===== src/rtl/clock_divider_multi.sv =====
// clock_divider_multi
//   NUM_CH independent runtime-programmable clock dividers driven from clk_i.
//   Each channel counts 0..Deff-1 (Deff = max(divisor, 1)) and raises a one-cycle
//   terminal-count strobe on the edge that wraps the counter. The output is either
//   a 50% square wave (mode 0) or a copy of the terminal strobe (mode 1).
//   New settings are written to a per-channel shadow and move to the active set
//   at the next terminal edge (or on the next edge while counting is disabled),
//   so a running output never sees a truncated or stretched period.
//
// Ports
//   clk_i      system clock
//   rst_i      synchronous active-high reset, overrides every other input
//   en_i       global count enable shared by all channels
//   load_i     per-channel strobe writing div_in_i / mode_in_i into the shadow
//   div_in_i   divisors, channel i at [i*CNT_W +: CNT_W]
//   mode_in_i  per-channel mode for the load, 0 = square, 1 = pulse
//   clk_out_o  divided output per channel, registered
//   tc_o       terminal-count strobe per channel, registered
//   pending_o  shadow holds settings that are not applied yet

module clock_divider_multi #(
  parameter int unsigned      CNT_W       = 32,
  parameter int unsigned      NUM_CH      = 2,
  parameter logic [CNT_W-1:0] DEFAULT_DIV = CNT_W'(50_000_000)
) (
  input  logic                    clk_i,
  input  logic                    rst_i,
  input  logic                    en_i,
  input  logic [NUM_CH-1:0]       load_i,
  input  logic [NUM_CH*CNT_W-1:0] div_in_i,
  input  logic [NUM_CH-1:0]       mode_in_i,
  output logic [NUM_CH-1:0]       clk_out_o,
  output logic [NUM_CH-1:0]       tc_o,
  output logic [NUM_CH-1:0]       pending_o
);

  for (genvar gi = 0; gi < NUM_CH; gi++) begin : g_ch

    // Active settings and counter
    logic [CNT_W-1:0] cnt_q, cnt_d;
    logic [CNT_W-1:0] div_q, div_d;
    logic             mode_q, mode_d;
    // Shadow settings written by load_i
    logic [CNT_W-1:0] sdiv_q, sdiv_d;
    logic             smode_q, smode_d;
    logic             pend_q, pend_d;
    // Registered outputs
    logic             out_q, out_d;
    logic             tc_q, tc_d;

    // Decode helpers
    logic [CNT_W-1:0] deff;
    logic             term;
    logic             apply;
    logic             mode_chg;
    logic             next_mode;

    always_comb begin
      cnt_d   = cnt_q;
      div_d   = div_q;
      mode_d  = mode_q;
      sdiv_d  = sdiv_q;
      smode_d = smode_q;
      out_d   = out_q;
      tc_d    = 1'b0;

      // A zero divisor behaves as one, so the compare target never underflows.
      deff      = (div_q == '0) ? CNT_W'(1) : div_q;
      term      = en_i && (cnt_q == (deff - CNT_W'(1)));
      // Shadow moves to active at a period boundary, or immediately while halted.
      apply     = pend_q && (term || !en_i);
      mode_chg  = apply && (smode_q != mode_q);
      next_mode = apply ? smode_q : mode_q;

      if (en_i) begin
        if (term) begin
          cnt_d = '0;
          tc_d  = 1'b1;
          if (mode_chg) begin
            // Restart from low so a mode switch never produces a runt pulse.
            out_d = 1'b0;
          end else if (next_mode) begin
            out_d = 1'b1;
          end else begin
            out_d = ~out_q;
          end
        end else begin
          cnt_d = cnt_q + CNT_W'(1);
          if (mode_q) begin
            out_d = 1'b0;
          end
        end
      end else if (apply) begin
        cnt_d = '0;
        if (mode_chg) begin
          out_d = 1'b0;
        end
      end

      if (apply) begin
        div_d  = sdiv_q;
        mode_d = smode_q;
      end

      // A load on the applying edge refills the shadow and keeps pending set.
      pend_d = (pend_q && !apply) || load_i[gi];
      if (load_i[gi]) begin
        sdiv_d  = div_in_i[gi*CNT_W +: CNT_W];
        smode_d = mode_in_i[gi];
      end
    end

    always_ff @(posedge clk_i) begin
      if (rst_i) begin
        cnt_q   <= '0;
        div_q   <= DEFAULT_DIV;
        mode_q  <= 1'b0;
        sdiv_q  <= DEFAULT_DIV;
        smode_q <= 1'b0;
        pend_q  <= 1'b0;
        out_q   <= 1'b0;
        tc_q    <= 1'b0;
      end else begin
        cnt_q   <= cnt_d;
        div_q   <= div_d;
        mode_q  <= mode_d;
        sdiv_q  <= sdiv_d;
        smode_q <= smode_d;
        pend_q  <= pend_d;
        out_q   <= out_d;
        tc_q    <= tc_d;
      end
    end

    assign clk_out_o[gi] = out_q;
    assign tc_o[gi]      = tc_q;
    assign pending_o[gi] = pend_q;

  end : g_ch

endmodule


===== config.mk =====
export PLATFORM = sky130hd
export DESIGN_NAME = clock_divider_multi
export DESIGN_NICKNAME = d
export VERILOG_FILES = /design/src/rtl/clock_divider_multi.sv
export SDC_FILE = /design/constraint.sdc
export NUM_CORES = 1
export LEC_CHECK = 0
export BUFFER_PORTS_ARGS = -buffer_cell sky130_fd_sc_hd__buf_2
export CORE_MARGIN = 10
export CORE_UTILIZATION = 35
export CTS_BUF_LIST = sky130_fd_sc_hd__clkbuf_4
export CTS_CLUSTER_SIZE = 20
export DETAILED_ROUTE_END_ITERATION = 10
export GPL_ROUTABILITY_DRIVEN = 0
export PLACE_DENSITY_LB_ADDON = 0.1
export RECOVER_POWER = 100
export SETUP_SLACK_MARGIN = 0.4
export SKIP_LAST_GASP = 1
export SLEW_MARGIN = 20
export SYNTH_ARGS = -nofsm -noshare
export SYNTH_HDL_FRONTEND = slang
export SYNTH_SLANG_ARGS = --single-unit

===== constraint.sdc =====
create_clock -name clk_i -period 9.5 [get_ports clk_i]
set_clock_uncertainty 0.05 [all_clocks]
set_input_delay 1.9 -clock clk_i [delete_from_list [all_inputs] [get_ports clk_i]]
set_output_delay 1.9 -clock clk_i [all_outputs]
set_load 0.005 [all_outputs]

### Word-level counts from Yosys, hierarchy flattened

Cells that the tools add are included.

| operators by class | value |
|---|---|
| eq/ne operators | 6 |
| add/subtract/negate cells | 4 |
| bitwise operators | 3 |
| mux-type cells | 26 |
| reductions and logical operators | 24 |

Operators by type and width:

| kind | number |
|---|---|
| $mux 32 | 8 |
| $add 32x1->32 const B | 2 |
| $eq 32x32->1 | 2 |
| $logic_not 32->1 | 2 |
| $sub 32x1->32 const B | 2 |
| $mux 1 | 18 |
| $logic_and 1x1->1 | 8 |
| $reduce_bool 2->1 | 4 |
| $ne 3x1->1 const B | 2 |
| $reduce_and 3->1 | 2 |
| $logic_or 1x1->1 | 4 |
| $logic_not 1->1 | 3 |
| $not 1->1 | 3 |
| $ne 1x1->1 | 2 |
| $reduce_or 2->1 | 1 |

| word-level totals | value |
|---|---|
| output and inout port bits | 6 |
| bits in registers | 202 |
| input bits | 71 |

### Depth between registers and ports, before layout

Gate-level depths: netlist (run 1).

| depth | value |
|---|---|
| depth after elaboration | 12 |
| gate-level depth with buffers | 18 |
| gate-level depth less buffers | 14 |

### Worst setup path before layout (run 1)

Ideal clock, no wire load.

| timing path | value |
|---|---|
| path kind | reg2reg |
| start point | register g_ch[0].div_q[10] |
| end point | register g_ch[0].div_q[10] |
| buffers on the path | 5 |
| data arrival time | 4,056 ps |
| stages on the path, launching flop included | 19 |
| slack | 5,267 ps |
| data required time | 9,322 ps |
| clock period less this slack | 4,233 ps |
| setup time | 128 ps |
| path through | dfxtp_1 clkbuf_1 nor4_1 and4_1 clkbuf_1 a31oi_1 ha_1 nor4b_1 and4_1 buf_2 a31oi_1 a311oi_1 nor4bb_1 nand4b_1 o31ai_2 buf_2 buf_4 mux2i_1 nor2_1 |

| on the way | value |
|---|---|
| cells in the longest elaborated chain, start to end | 7 |

Ends and longest elaborated chain:

| element | RTL line | source |
|---|---|---|
| start, declared | 41 | `logic [CNT_W-1:0] div_q, div_d;` |
| start signal, assigned | 125 | `div_q <= div_d;` |
| $logic_not 32->1 | 68 | `deff = (div_q == '0) ? CNT_W'(1) : div_q;` |
| $mux 32 (*) | 68 |  |
| $sub 32x1->32 (*) | 69 | `term = en_i && (cnt_q == (deff - CNT_W'(1)));` |
| $eq 32x32->1 (*) | 69 |  |
| $logic_and 1x1->1 (*) | 69 |  |
| $logic_or 1x1->1 (*) | 71 | `apply = pend_q && (term \|\| !en_i);` |
| $logic_and 1x1->1 (*) | 71 |  |

Mark *: on every way between the ends. The rest lies on a longest branch, timed or not.
A chain may end at the register's enable or synchronous reset.

### Final worst setup path (run 1)

| timing path | value |
|---|---|
| start point | register g_ch[1].div_q[23] |
| end point | register g_ch[1].div_q[6] |

| on the way | value |
|---|---|
| cells in the longest elaborated chain, start to end | 7 |

Ends and longest elaborated chain:

| element | RTL line |
|---|---|
| start, declared | 41 |
| start signal, assigned | 125 |
| $logic_not 32->1 | 68 |
| $mux 32 (*) | 68 |
| $sub 32x1->32 (*) | 69 |
| $eq 32x32->1 (*) | 69 |
| $logic_and 1x1->1 (*) | 69 |
| $logic_or 1x1->1 (*) | 71 |
| $logic_and 1x1->1 (*) | 71 |

Marks and branches as above.

==> results of run 1 <==
power breakdown:
group	internal (uW)	leakage [uW]	switching, uW
logic	72.4	0.00278	94.1
clock network	409	0.000416	384
registers	877	0.00165	29.4
total	1360	0.00485	508
final timing paths:
check / cells past startpoint / slack [ps] / to / start
max: 15 / 2620 / g_ch[1].div_q[6] / g_ch[1].div_q[23]
min: 1 / 400 / g_ch[0].div_q[17] / g_ch[0].sdiv_q[17]
max reg2reg: 15 / 2620 / g_ch[1].div_q[6] / g_ch[1].div_q[23]
min reg2reg: 1 / 400 / g_ch[0].div_q[17] / g_ch[0].sdiv_q[17]
synthesized netlist by cell type, drive strengths merged, types with 28 or more instances:
cell	instances	area share, %
dfxtp	202	38
nor2	156	5.5
nand2	123	4.3
mux2i	94	8.8
clkbuf	59	2.1
xor2	55	4.5
o21ai	53	2.5
xnor2	53	4.3
nand3	52	2.4
nor3	48	2.2
and3	31	1.8
inv	30	1.0
nor4	30	1.8
o211ai	28	2.0
cell type report:
type | instances | area [um2]
fill | 3219 | 18500
multi-input combinational | 974 | 6200
sequential | 202 | 4040
clock buffer | 78 | 586
tap | 396 | 495
timing repair buffer | 83 | 404
clock inverter | 23 | 128
inverter | 31 | 116
antenna | 1 | 2.50
flip-flops by register name, summed over array words and instances (netlist names):
| signal | flops |
|---|---|
| g_ch.pend_q | 2 |
| g_ch.tc_q | 2 |
| g_ch.smode_q | 2 |
| g_ch.out_q | 2 |
| g_ch.sdiv_q | 64 |
| g_ch.cnt_q | 64 |
| g_ch.mode_q | 2 |
| g_ch.div_q | 64 |
cells by family after synthesis:
family | count (synthesis) | share of synthesized area [%]
AO/OA/AOI/OAI | 198 | 12.9
XOR/XNOR | 108 | 8.81
adder cells (fa/ha/maj) | 4 | 0.466
buffers and inverters | 113 | 4.49
flip-flops | 202 | 37.7
multiplexers | 99 | 9.29
AND/OR/NAND/NOR | 565 | 26.3
routing by layer:
metal | GRT usage [%] | share of wire [%] | vias to the layer above | wire, um
met5 | 0 | 0 | - | 0
met4 | 7.75 | 4.0 | 0 | 1270
met3 | 3.08 | 3.8 | 72 | 1210
met2 | 28.3 | 50 | 192 | 15700
met1 | 18.5 | 43 | 4327 | 13500
li1 | - | - | 4746 | -
critical path, stage by stage, from the launching register on:
cell and delay, ps:
dfxtp_1 340, or3_4 420, or4_1 670, nor4_1 890, nor2_1 90, ha_1 320, or4b_2 260, nor4_1 90
and4_1 190, a21o_1 170, nand4b_1 110, nor4_1 80, a32oi_1 1200, clkbuf_1 1340, mux2i_1 310, nor2_1 60
stage by stage:
stage,hold slack [ps],cells
floorplan,377,1289
global placement,386,1686
detailed placement,393,1686
CTS,388,1787
global route,419,1788
finish,398,1788
==> results_dict.tcl, run 1 <==
set metrics [dict create \
    hp-class "reg2reg" \
    die_w_um 195 \
    setup.worst_path.class "reg2reg" \
    violations "capacitance limit, slew limit" \
    hold_buffers 0 \
    grt_pass1_wl_um 50300 \
    first_global_vias 9089 \
    io_pins 77 \
    die_height_um 195 \
    timing.fmax_ghz 0.145 \
    syn_to_final_growth_pct 11.6 \
    stdcell_area_um2 12000 \
    yosys_warnings 0 \
    num_vias 9337 \
    critPathMaxFanout 29 \
    mostFrequentLayoutCells "202 x dfxtp_1, 155 x nor2_1, 123 x nand2_1" \
    grt_usage_pct 16.1 \
    core-area_um2 30400 \
    fin_ws_ps 2620 \
    gr-total-overflow 0 \
    portBuffers 76 \
    post_dp_cell_area_um2 11300 \
    rsz0062_at_grt "no" \
    drt-total-wl_um 31700 \
    drt-pass1-iter-count 5 \
    grt_start_max_net_pins 90 \
    dp_hpwl_um 23100 \
    synth-seq-cells 202 \
    synth-edff-count 0 \
    synth_cell_types 69 \
    pre_cts_slack_ps 4330 \
    numCtsBuffers 57 \
    synthFlopType "dfxtp_1" \
    power_uw 1870 \
    vias_per_cell 5.22 \
    seq_area_frac_synth_pct 37.7 \
    cp-start-kind "register" \
    drt_iter0_drc 490 \
    powerDensity_nw_per_um2 156 \
    postSynthNetCount 1364 \
    antenna_found_initial 1 \
    final_common_cell "dfxtp_1" \
    htreeDepth 2 \
    cp.required_ps 9890 \
    slew_headroom_pct -170 \
    core.rowCount 64 \
    cts_root_buffer "clkbuf_4" \
    syn_avg_cell_area_um2 8.33 \
    cap_violations 5 \
    hold_violations 0 \
    setup_viol 0 \
    outcome "finished with violations" \
    ant_nets 0 \
    initial_core_util_pct 35.3 \
    final_util_pct 39.4 \
    cts_setup_buffers 0 \
    drive_gt1_share_pct 12.5 \
    nets 1424 \
    tns_ps 0 \
    clk_latency_ps 720 \
    worstMarginPinSlew_ps 4050 \
    dieArea_um2 38100 \
    cts_tree "yes" \
    slew_violations 262 \
    syn_inst 1289 \
    cts_sinks 202 \
    power_leakage_uw 0.00485 \
    drc 0 \
    path_clk_slew_ps 70 \
    end_kind "register" \
    period_needed_ps 6880 \
    min_period_over_period_pct 72.5 \
    netlist_area_um2 10700 \
    wl_per_cell_um 17.8 \
    cts.path.max_buffers 3 \
    cts_resized 0 \
    async_reset_ff_share_pct 0 \
    worst_ep_arrival_time_ps 7270 \
    vdd_ir_drop_max_mv 0.0941 \
]
Power figures use the tool's default switching activity.
==> run 2, diff against run 1 <==
--- a/config.mk
+++ b/config.mk
@@ -5,6 +5,7 @@
 export SDC_FILE = /design/constraint.sdc
 export NUM_CORES = 1
 export LEC_CHECK = 0
+export ABC_AREA = 1
 export BUFFER_PORTS_ARGS = -buffer_cell sky130_fd_sc_hd__buf_2
 export CORE_MARGIN = 10
 export CORE_UTILIZATION = 35
==> constraint.sdc (replaced) <==
create_clock -name clk_i -period 6.5 [get_ports clk_i]
set_clock_uncertainty 0.05 [all_clocks]
set_input_delay 1.3 -clock clk_i [delete_from_list [all_inputs] [get_ports clk_i]]
set_output_delay 1.3 -clock clk_i [all_outputs]
set_load 0.005 [all_outputs]
==> run 2 against run 1 <==
Synthesized cell count is 32% higher; cell count is 26% higher; sequential share of layout area is 2.0 points lower; combinational power is 96% higher; the flow still finishes with violations (capacitance limit, slew limit); cell area is 6.3% higher; synthesized area is 6.6% higher; core utilization hardly changed; worst setup slack worse by 1100 ps; first-iteration DRC count is 56% higher; critical path depth is 7 higher; routed wire length is 4.3% higher; total power is 56% higher.
==> results_dict.tcl, run 2 <==
set metrics [dict create \
    io_pins 77 \
    final_common_cell "nand2_1" \
    grt_start_max_net_pins 78 \
    dieArea_um2 40300 \
    drt_iter0_drc 766 \
    yosysMostFrequentCell "nand2_1" \
    cts_sinks 202 \
    cp_common_cell "nand2_1" \
    numCtsBuffers 58 \
    ant_nets 0 \
    cts_root_buffer "clkbuf_4" \
    dpl.cell_count 2155 \
    hold_ws_ps 406 \
    reg_top3 "g_ch.cnt_q x64, g_ch.div_q x64, g_ch.sdiv_q x64" \
    first_global_vias 10105 \
    reg2reg_setup_slack_ps 1470 \
    final_util_pct 39.3 \
    rsz0062_at_grt "no" \
    crit_chain "nor2_1 -> nand2_1 -> nor2_1 -> nand2_2 -> nor2_1 -> nor2_8 -> ha_1 -> nand3_1 -> nor3_1 -> nand2_1 -> nor3_1 -> xor2_1 -> nand2_1 -> nor2_1 -> nand3_1 -> nor2_1 -> nand2_1 -> nand2_1 -> nand2_4 -> inv_1 -> nand2_1 -> o211ai_1" \
    drive_gt1_share_pct 13.1 \
    worstMarginPinSlew_ps 2450 \
    timing.fmax_ghz 0.199 \
    async_reset_ff_share_pct 0 \
    slew_violations 139 \
    outcome "finished with violations" \
    seq_area_frac_synth_pct 35.3 \
    num_vias 10686 \
    regArea_um2 4040 \
    worst_ep_arrival_time_ps 5560 \
    synth_cell_types 48 \
    grt_pass1_wl_um 53800 \
    setup_viol 0 \
    antenna_found_initial 1 \
    end_kind "register" \
    violations "capacitance limit, slew limit" \
    nets 1848 \
    cts_tree "yes" \
    synth-edff-count 0 \
    die_height_um 201 \
    setup.worst_path.start "g_ch[0].div_q[13]" \
    path_clk_slew_ps 60 \
    mostFrequentLayoutCells "365 x nand2_1, 294 x nor2_1, 202 x dfxtp_1" \
    hp-class "reg2reg" \
    cts.path.max_buffers 3 \
    cts_resized 0 \
    drt-pass1-iter-count 5 \
    initial_core_util_pct 35.3 \
    cp.required_ps 7020 \
    synth-seq-cells 202 \
    finalNonFillerCells 2258 \
    yosysTopAreaCell "dfxtp_1" \
    crit_end "g_ch[0].div_q[7]" \
    fillCellCount 3588 \
    critPathMaxStageDelay_ps 630 \
    powerDensity_nw_per_um2 229 \
    hold_violations 0 \
    portBuffers 76 \
    slew_headroom_pct -64.2 \
    wl_per_cell_um 14.7 \
    power_uw 2910 \
    yosys-top-cells-area "dfxtp_1 35%, nand2_1 12%, nor2_1 9.5%, xor2_1 6.0%, nand3_1 5.6%" \
    postSynthNetCount 1778 \
    intPower_uw 2090 \
    yosys_warnings 0 \
    r2r_end "g_ch[0].div_q[7]" \
    critPathMaxFanout 44 \
    htreeDepth 2 \
    setup.worst_path.class "reg2reg" \
    pwr-share-comb_pct 11.2 \
    grt_usage_pct 16.0 \
    p_seq_share_pct 46.3 \
    core-area_um2 32400 \
    core.rowCount 66 \
    cp-start-kind "register" \
    tns_ps 0 \
    syn_avg_cell_area_um2 6.72 \
    power_leakage_uw 0.00521 \
    min_period_over_period_pct 77.4 \
    vdd_ir_drop_max_mv 0.134 \
    r2r_start "g_ch[0].div_q[13]" \
    cts_setup_buffers 0 \
    cap_violations 2 \
    dp_hpwl_um 24600 \
    switchingPower_uw 825 \
    clockPowerShare_pct 42.5 \
    drc 0 \
    die_w_um 201 \
    gr-total-overflow 0 \
    switching_share_pct 28.4 \
    rr_worst_depth 22 \
    vias_per_cell 4.73 \
    syn_inst 1703 \
    multi_input_area_um2 6370 \
    hold_buffers 0 \
    netlist_area_um2 11400 \
    period_needed_ps 5030 \
    cp_slowest_cell "inv_1" \
    drt-total-wl_um 33100 \
    yosysTopAreaCellShare_pct 35.3 \
    syn_to_final_growth_pct 11.3 \
    clk_latency_ps 730 \
    synth_commonest_cells "353 x nand2_1, 289 x nor2_1, 202 x dfxtp_1, 145 x inv_1, 129 x nand3_1" \
    synthFlopType "dfxtp_1" \
]
[run 2: cell types whose count changed after synthesis, moves of 23 or more]
cell      delta
and3_1      -30
o21ai_0     +40
xor2_1      +23
inv_1      +115
o211ai_1    -25
nand2_1    +230
nor2b_1     -26
nor2_1     +133
nand3_1     +77
a21oi_1     +63
a211o_1     -26
mux2i_1     -94
[run 2: how the worst min path moves through the flow]
stage,from,end,slack [ps],cells after the start
3_3_place_gp,g_ch[0].sdiv_q[20],g_ch[0].sdiv_q[20],390,2
3_5_place_dp,g_ch[0].sdiv_q[23],g_ch[0].div_q[23],390,2
4_1_cts,g_ch[0].sdiv_q[23],g_ch[0].div_q[23],410,2
5_1_grt,g_ch[0].sdiv_q[22],g_ch[0].sdiv_q[22],440,2
2_1_floorplan,g_ch[0].sdiv_q[12],g_ch[0].div_q[12],380,2
6_report,g_ch[0].sdiv_q[22],g_ch[0].sdiv_q[22],410,2
[run 2: worst max-delay path: cells and delay by family, from the launching register on]
| kind | cells | cell delay [ps] |
|---|---|---|
| AO/OA/AOI/OAI | 1 | 110 |
| XOR/XNOR | 1 | 180 |
| adder cells (fa/ha/maj) | 1 | 210 |
| buffers and inverters | 1 | 630 |
| flip-flops | 1 | 440 |
| AND/OR/NAND/NOR | 18 | 3230 |
[run 2: layer usage]
layer / routed length, um / GRT usage, %
met1: 18900 / 25.7
met2: 12000 / 20.2
met3: 1660 / 3.20
met4: 508 / 4.46
met5: 0 / 0
[run 2: logic make-up after synthesis]
logic type / synth area share (%)
buffers and inverters: 8.41
adder cells (fa/ha/maj): 0.438
flip-flops: 35.3
AO/OA/AOI/OAI: 9.18
AND/OR/NAND/NOR: 37.9
XOR/XNOR: 8.73
[run 2: final cells by class]
type                    count  share of cell area [%]
diodes                      1                  0.0197
clock buffers              92                    5.43
well taps                 442                    4.34
multi-input cells        1273                    50.0
clock inverters            10                   0.590
flip-flops and latches    202                    31.8
repair buffers             81                    3.18
inverters                 157                    4.66
[run 2: metrics by stage]
stage	area [um2]	worst slack [ps]
3_3_place_gp	12000	2200
4_1_cts	12800	2210
6_report	12700	1470
2_1_floorplan	11400	3500
3_5_place_dp	12000	2220
5_1_grt	12700	866
[run 2: power groups by stage]
stage	clock (uW)	combinational [uW]	sequential, uW
floorplan	0	251	1360
global placement	0	330	1370
detailed placement	0	328	1380
CTS	1290	330	1350
global route	1340	375	1360
finish	1240	326	1350
==> run 3, diff against run 2 <==
==> constraint.sdc (replaced) <==
create_clock -name clk_i -period 5.2 [get_ports clk_i]
set_clock_uncertainty 0.05 [all_clocks]
set_input_delay 1.04 -clock clk_i [delete_from_list [all_inputs] [get_ports clk_i]]
set_output_delay 1.04 -clock clk_i [all_outputs]
set_load 0.005 [all_outputs]
==> run 3 against run 2 <==
Sequential share of layout area is essentially flat; total power up 23%; largest power group unchanged; the flow now finishes without violations; via count grew 1.3%; worst hold slack worse by 1.6 ps; fmax up 13%; clock power up 20%; combinational power is 26% higher; core utilization fell by 0.054 points.
==> results_dict.tcl, run 3 (synthesized netlist as in run 2, its figures left out) <==
set metrics [dict create \
    route.met2.wl_um 12400 \
    initial_core_util_pct 35.3 \
    reg_top3 "g_ch.cnt_q x64, g_ch.div_q x64, g_ch.sdiv_q x64" \
    rsz0062_at_grt "no" \
    cts_setup_buffers 0 \
    grt_usage_pct 16.2 \
    worst_ep_arrival_time_ps 5010 \
    cts_root_buffer "clkbuf_4" \
    drt_iter0_drc 683 \
    cts_sinks 202 \
    numCtsBuffers 57 \
    drive_gt1_share_pct 12.9 \
    pre_cts_slack_ps 962 \
    portBuffers 76 \
    min_period_over_period_pct 85.5 \
    cp_slowest_cell "dfxtp_1" \
    setup.worst_path.start "g_ch[0].div_q[13]" \
    io_pins 77 \
    num_vias 10825 \
    mostFrequentLayoutCells "364 x nand2_1, 292 x nor2_1, 202 x dfxtp_1" \
    setup.worst_path.class "reg2reg" \
    rr_worst_depth 22 \
    cts_resized 0 \
    nets 1849 \
    antenna_found_initial 1 \
    r2r_end "g_ch[0].div_q[25]" \
    syn_to_final_growth_pct 11.1 \
    fin_ws_ps 753 \
    end_kind "register" \
    cts_tree "yes" \
    crit_cells 22 \
    outcome "completed" \
    cp_common_cell "nand2_1" \
    cts.path.max_buffers 3 \
    timing.fmax_ghz 0.225 \
    grt_start_max_net_pins 67 \
    tns_ps 0 \
    die_height_um 201 \
    power_uw 3580 \
    core-area_um2 32400 \
    r2r_start "g_ch[0].div_q[13]" \
    critPathMaxFanout 44 \
    top_layer "met4" \
    cp.required_ps 5760 \
    final_common_cell "nand2_1" \
    clk_latency_ps 720 \
    vdd_ir_drop_max_mv 0.169 \
    stdcell_area_um2 12700 \
    crit_end "g_ch[0].div_q[25]" \
    slew_headroom_pct 13.3 \
    worstMarginPinSlew_ps 1300 \
    slew_violations 0 \
    gr-total-overflow 0 \
    htreeDepth 2 \
    post_dp_cell_area_um2 12100 \
    critPathMaxStageDelay_ps 470 \
    cap_violations 0 \
    core.rowCount 66 \
    cp-start-kind "register" \
    period_needed_ps 4450 \
    reg2reg_setup_slack_ps 750 \
    hold_buffers 0 \
    wl_met1_um 19100 \
    powerDensity_nw_per_um2 282 \
    critPathTopFamily "simple AND/OR/NAND/NOR gates" \
    drc 0 \
    setup_viol 0 \
    hp-class "reg2reg" \
    dieArea_um2 40300 \
    grt_pass1_wl_um 54300 \
    vias_per_cell 4.80 \
    path_clk_slew_ps 60 \
    drt-total-wl_um 33700 \
    crit_buf_inv 1 \
    die_w_um 201 \
    wl_per_cell_um 15.0 \
    drt-pass1-iter-count 5 \
    first_global_vias 10239 \
    dp_hpwl_um 25100 \
    ant_nets 0 \
    met3_length_um 1780 \
    power_leakage_uw 0.00520 \
    crit_chain "nor2_1 -> nand2_1 -> nor2_1 -> nand2_2 -> nor2_4 -> nor2_8 -> ha_1 -> nand3_1 -> nor3_1 -> nand2_1 -> nor3_1 -> xor2_1 -> nand2_1 -> nor2_1 -> nand3_1 -> nor2_1 -> nand2_1 -> nand2_2 -> nand2_4 -> inv_2 -> nand2_1 -> o211ai_1" \
    hold_violations 0 \
]
-- run 3: power by group --
part | internal (uW) | switching, uW
Sequential | 1620 | 67.8
Clock | 800 | 687
Combinational | 146 | 263
-- run 3: how the worst min path moves through the flow --
stage,start,depth (start not counted),slack (ps),endpoint
5_1_grt,g_ch[0].sdiv_q[21],2,430,g_ch[0].sdiv_q[21]
4_1_cts,g_ch[0].sdiv_q[19],2,410,g_ch[0].div_q[19]
6_report,g_ch[0].sdiv_q[19],2,400,g_ch[0].div_q[19]
2_1_floorplan,g_ch[0].sdiv_q[12],2,380,g_ch[0].div_q[12]
3_5_place_dp,g_ch[0].sdiv_q[19],2,400,g_ch[0].div_q[19]
3_3_place_gp,g_ch[0].sdiv_q[12],2,390,g_ch[0].sdiv_q[12]
-- run 3: per-stage QoR --
stage | instances | hold slack, ps | util (%)
floorplan | 1703 | 379 | -
global placement | 2157 | 389 | 37.3
detailed placement | 2157 | 397 | 37.3
CTS | 2254 | 412 | 39.5
global route | 2255 | 431 | 39.3
finish | 2255 | 404 | 39.3
-- run 3: layer usage --
| layer | GRT usage (%) | vias to the layer above |
|---|---|---|
| li1 | - | 5654 |
| met1 | 25.4 | 4864 |
| met2 | 21.2 | 259 |
| met3 | 3.36 | 48 |
| met4 | 4.30 | 0 |
| met5 | 0 | - |
-- run 3: final cells by class --
cell class	count	area, um2
clock buffers	87	653
repair buffers	83	419
fillers	3657	19700
clock inverters	10	68.8
flip-flops and latches	202	4040
well taps	442	553
inverters	157	593
diodes	1	2.50
multi-input cells	1273	6380
-- run 3: worst reg2reg max path, delay by kind of cell, from the launching register on --
| family | cells | cell delay, ps |
|---|---|---|
| adders and majority gates | 1 | 210 |
| DFF | 1 | 470 |
| xor gates and xnor gates | 1 | 170 |
| AOI/OAI and AO/OA | 1 | 100 |
| and+or+nand+nor | 18 | 2910 |
| buffers and inverters | 1 | 450 |
